==> src/rtl/pipe_hazard_ctrl.sv <==
// Hazard and redirect sequencer for the five-stage pipeline (build option: FORWARDING_EN).
// Latency: zero cycles, so a hazard seen in cycle N stalls the PC and IF2ID in cycle N. busy is registered.
// Backpressure: PC_En and IF2ID_En are held low for 1 or 2 cycles per hazard. ex_redirect overrides any stall.
module pipe_hazard_ctrl #(
  parameter int STALL_CNT_W = 32,
  parameter int FLUSH_CNT_W = 16
) (
  input  logic                   clk,
  input  logic                   Reset,
  input  logic [4:0]             id_rs1,
  input  logic [4:0]             id_rs2,
  input  logic                   id_use_rs1,
  input  logic                   id_use_rs2,
  input  logic [4:0]             ex_rd,
  input  logic                   ex_Reg_W_En,
  input  logic                   ex_Mem_R_En,
  input  logic [4:0]             mem_rd,
  input  logic                   mem_Reg_W_En,
  input  logic                   ex_redirect,
  input  logic                   perf_clr,
  output logic                   PC_En,
  output logic                   IF2ID_En,
  output logic                   IF2ID_Flush,
  output logic                   ID2EXE_Flush,
  output logic                   stall_twice,
  output logic                   busy,
  output logic [STALL_CNT_W-1:0] stall_cycles,
  output logic [FLUSH_CNT_W-1:0] flush_count
);

  typedef enum logic {
    IDLE   = 1'b0,
    STALL1 = 1'b1
  } state_t;

  localparam logic [STALL_CNT_W-1:0] STALL_ONE = STALL_CNT_W'(1);
  localparam logic [FLUSH_CNT_W-1:0] FLUSH_ONE = FLUSH_CNT_W'(1);

  state_t     state;
  logic       busy_q;
  logic       ex_hit;
  logic [1:0] depth;
  logic       stall;
  logic       stall_two;

  // An EX producer matches when it writes a non-zero rd that the ID instruction reads.
  assign ex_hit = ex_Reg_W_En && (ex_rd != 5'd0) &&
                  ((id_use_rs1 && (id_rs1 == ex_rd)) ||
                   (id_use_rs2 && (id_rs2 == ex_rd)));

`ifdef FORWARDING_EN
  // With forwarding, ALU results reach ID in time. MEM producers are never consulted.
  logic unused_mem_inputs;
  assign unused_mem_inputs = ^{mem_rd, mem_Reg_W_En};

  // Only a load in EX is too late to forward, and it costs one bubble.
  always_comb begin
    depth = 2'd0;
    if (ex_hit && ex_Mem_R_En) begin
      depth = 2'd1;
    end
  end
`else
  logic mem_hit;
  logic unused_load_flag;

  // Without forwarding the load flag is irrelevant. Any EX or MEM producer must drain first.
  assign unused_load_flag = ex_Mem_R_En;

  // A MEM producer matches under the same conditions as an EX producer.
  assign mem_hit = mem_Reg_W_En && (mem_rd != 5'd0) &&
                   ((id_use_rs1 && (id_rs1 == mem_rd)) ||
                    (id_use_rs2 && (id_rs2 == mem_rd)));

  // EX producer needs two bubbles and MEM producer one. WB is covered by the write-first regfile.
  always_comb begin
    depth = 2'd0;
    if (ex_hit) begin
      depth = 2'd2;
    end else if (mem_hit) begin
      depth = 2'd1;
    end
  end
`endif

  // Decide whether this cycle is a stall. A redirect or reset suppresses any stall.
  always_comb begin
    stall     = 1'b0;
    stall_two = 1'b0;
    if (!Reset && !ex_redirect) begin
      if (state == STALL1) begin
        stall = 1'b1;
      end else if (depth != 2'd0) begin
        stall     = 1'b1;
        stall_two = (depth == 2'd2);
      end
    end
  end

  // Pipeline controls are combinational from state and the current inputs.
  always_comb begin
    PC_En        = !stall;
    IF2ID_En     = !stall;
    IF2ID_Flush  = !Reset && ex_redirect;
    ID2EXE_Flush = !Reset && (ex_redirect || stall);
    stall_twice  = stall_two;
    busy         = busy_q && !Reset;
  end

  // Stall sequencer. busy is registered alongside the state it mirrors.
  always_ff @(posedge clk) begin
    if (Reset) begin
      state  <= IDLE;
      busy_q <= 1'b0;
    end else if (ex_redirect) begin
      state  <= IDLE;
      busy_q <= 1'b0;
    end else begin
      case (state)
        IDLE: begin
          if (depth == 2'd2) begin
            state  <= STALL1;
            busy_q <= 1'b1;
          end
        end
        STALL1: begin
          state  <= IDLE;
          busy_q <= 1'b0;
        end
        default: begin
          state  <= IDLE;
          busy_q <= 1'b0;
        end
      endcase
    end
  end

  // Saturating count of cycles with the PC frozen. A clear beats an increment.
  always_ff @(posedge clk) begin
    if (Reset || perf_clr) begin
      stall_cycles <= '0;
    end else if (stall && (stall_cycles != '1)) begin
      stall_cycles <= stall_cycles + STALL_ONE;
    end
  end

  // Saturating count of redirects taken. A clear beats an increment.
  always_ff @(posedge clk) begin
    if (Reset || perf_clr) begin
      flush_count <= '0;
    end else if (ex_redirect && (flush_count != '1)) begin
      flush_count <= flush_count + FLUSH_ONE;
    end
  end

endmodule

==> config.mk <==
export PLATFORM = sky130hd
export DESIGN_NAME = pipe_hazard_ctrl
export DESIGN_NICKNAME = d
export VERILOG_FILES = /design/src/rtl/pipe_hazard_ctrl.sv
export SDC_FILE = /design/constraint.sdc
export NUM_CORES = 1
export LEC_CHECK = 0
export ABC_AREA = 1
export CAP_MARGIN = 15
export CORE_MARGIN = 4
export CORE_UTILIZATION = 35
export CTS_BUF_LIST = sky130_fd_sc_hd__clkbuf_8
export DETAILED_ROUTE_END_ITERATION = 12
export DONT_BUFFER_PORTS = 1
export HOLD_SLACK_MARGIN = 0.06
export PLACE_DENSITY_LB_ADDON = 0.2
export SLEW_MARGIN = 10
export SYNTH_ARGS = -nofsm -noshare
export SYNTH_HDL_FRONTEND = slang
export SYNTH_SLANG_ARGS = --single-unit
==> constraint.sdc <==
create_clock -name clk -period 1.66 [get_ports clk]
set_input_delay 0.166 -clock clk [delete_from_list [all_inputs] [get_ports clk]]
set_output_delay 0.166 -clock clk [all_outputs]
set_load 0.01 [all_outputs]
==> results.json <==
{
  "synth_nets": 623,
  "path_cells": "nand3_2 -> nor2_4 -> nand3b_4 -> nor2_4 -> nand3_4 -> buf_12 -> nand2_2 -> inv_2 -> nand3_1 -> nand2_1 -> nand2_1 -> nor2_1",
  "cts_buffer_depth": 2,
  "avgSynthCellArea_um2": 5.85,
  "crit_type": "reg -> reg",
  "place_congestion": 0.886,
  "n_antenna_cell": 0,
  "routedWlPerCell_um": 13.5,
  "drt_iter0_drc": 177,
  "fp.dieH_um": 108,
  "clockRootBuffer": "clkbuf_8",
  "tritoncts": "done",
  "timing.hold.ws_ns": 0.0782,
  "final_cells": 827,
  "postRouteAntennaNets": 0,
  "coreArea_um2": 9730,
  "nets": 724,
  "max_freq_mhz": 610,
  "io_buffers": 0,
  "vdd_drop_max_v": 0.000320,
  "numCtsBuffers": 5,
  "worst_pin_slew_ns": 0.661,
  "drtPass1Iterations": 5,
  "htreeDepth": 2,
  "ys_ff_latch": 50,
  "rsz0062_at_grt": "yes",
  "hp-class": "in -> reg",
  "vias": 4030,
  "critPathLaunchType": "flop",
  "grt_pass1_wl_mm": 18.3,
  "io_pins": 83,
  "dp_cells": 810,
  "finalSetupViolCount": 0,
  "overflow": 0,
  "hpwlAfterDp_mm": 8.61,
  "syn_area_um2": 3470,
  "cp.arrival_ns": 1.82,
  "crit_path_end_kind": "flop",
  "drv_cap": 0,
  "die_w_um": 108,
  "maxSlewViolCount": 0,
  "syn_to_final_growth_pct": 40.6,
  "cts_sinks": 50,
  "drt_wl_total_mm": 11.2,
  "required_ns": 1.84,
  "mostFrequentLayoutCells": "nand2_1 (187), buf_4 (101), inv_1 (69)",
  "cp_slowest_cell": "dfxtp_1",
  "hold_viol": 0,
  "start_util_pct": 35.6,
  "vias_per_cell": 4.87,
  "ys_seq_area_share_pct": 28.9,
  "p_leak_nw": 2.14,
  "rows": 36,
  "clock_latency_ns": 0.31,
  "power_density_nw_per_um2": 513,
  "ys_types": 29,
  "drc": 0,
  "grt_max_degree": 24,
  "synth-warning-count": 0,
  "netlist_instances": 592,
  "die_area_um2": 11600,
  "period_minus_slack_ns": 1.64,
  "grt_usage_pct": 19.3,
  "cp_max_fo": 13,
  "finClkSkew_ns": 0.0129,
  "drive_above_1_share_pct": 28.2,
  "finalCritPeriodShare_pct": 98.7,
  "clk_pin_slew_worst_paths_ns": 0.10,
  "relSlewSlack_pct": 55.9,
  "cpPeakStageDelay_ns": 0.41,
  "grt_pass1_vias": 3875,
  "postLayoutCellArea_um2": 4870,
  "total_power_mw": 2.50,
  "placed_area_um2": 4380,
  "grt_antenna_before_repair": 0,
  "status": "complete, no violations",
  "final_common_cell": "nand2_1"
}
cell families (layout without fill, tap and decap cells):
logic type	after synthesis	after routing	synth area share, %
compound gates	48	48	7.22
buf+inv	96	198	11.3
flops	50	50	28.9
xor+xnor	13	13	3.29
simple gates	383	383	48.6
fa+ha+maj	2	2	0.722
state kept, by name, indices dropped and copies added (netlist names):
name,count
flush_count,16
busy_q,1
state,1
stall_cycles,32
final timing paths:
path,start,to,slack (ns),cells after the start
hold reg to reg,busy_q,busy_q,0.47,2
hold / removal,Reset,stall_cycles[29],0.08,3
setup / recovery,stall_cycles[5],stall_cycles[18],0.02,12
setup reg to reg,stall_cycles[5],stall_cycles[18],0.02,12
stage by stage:
step / worst slack [ns] / TNS (ns) / util, %
CTS: -0.0119 / -0.0370 / 47.3
floorplan: 0.00397 / 0 / -
detailed placement: -0.116 / -1.18 / 45.0
finish: 0.0219 / 0 / 50.1
global route: -0.114 / -1.52 / 50.1
global placement: -0.0855 / -0.194 / 45.0
final cells by class:
class | instances | area (µm²)
fill | 1018 | 4860
multi-input combinational | 446 | 2330
sequential | 50 | 1020
timing repair buffer | 112 | 926
inverter | 78 | 293
tap | 133 | 166
clock buffer | 6 | 82.6
clock inverter | 2 | 60.1
critical path: cells and delay by family (launching register included):
kind                   cells  cell delay (ns)
flip-flops                 1             0.41
AND/OR/NAND/NOR           10             0.88
buffers and inverters      2             0.20
routing by layer:
metal	GRT usage, %	routed length [µm]	up-vias
met1	23.7	4680	1828
met3	4.62	797	11
met4	3.52	117	0
met2	34.5	5580	114
li1	-	-	2077
met5	0	0	-
cell usage after synthesis, drive strengths merged:
cell / n / area share [%]
a21boi: 1 / 0.22
a21oi: 32 / 4.6
and3: 1 / 0.18
buf: 8 / 1.7
clkbuf: 10 / 1.1
dfxtp: 50 / 29
ha: 2 / 0.72
inv: 78 / 8.4
nand2: 202 / 22
nand3: 30 / 4.9
nand3b: 7 / 1.9
nand4: 38 / 6.9
nor2: 90 / 10
nor3: 11 / 1.7
nor3b: 2 / 0.43
nor4: 2 / 0.36
o21a: 2 / 0.43
o21ai: 12 / 1.7
o31ai: 1 / 0.22
xnor2: 5 / 1.3
xor2: 8 / 2.0
where the power goes:
part	total (mW)	switching [mW]	internal [mW]
sequential	1.20	0.00330	1.20
clock	1.08	0.439	0.643
combinational	0.215	0.140	0.0747
timing repair:
item                       CTS  global route
resized for setup           18            74
setup endpoints to repair   33            44
pin swaps                    1            26
hold buffers                 0             0
setup buffers                2             7
Power figures use the tool's default switching activity.
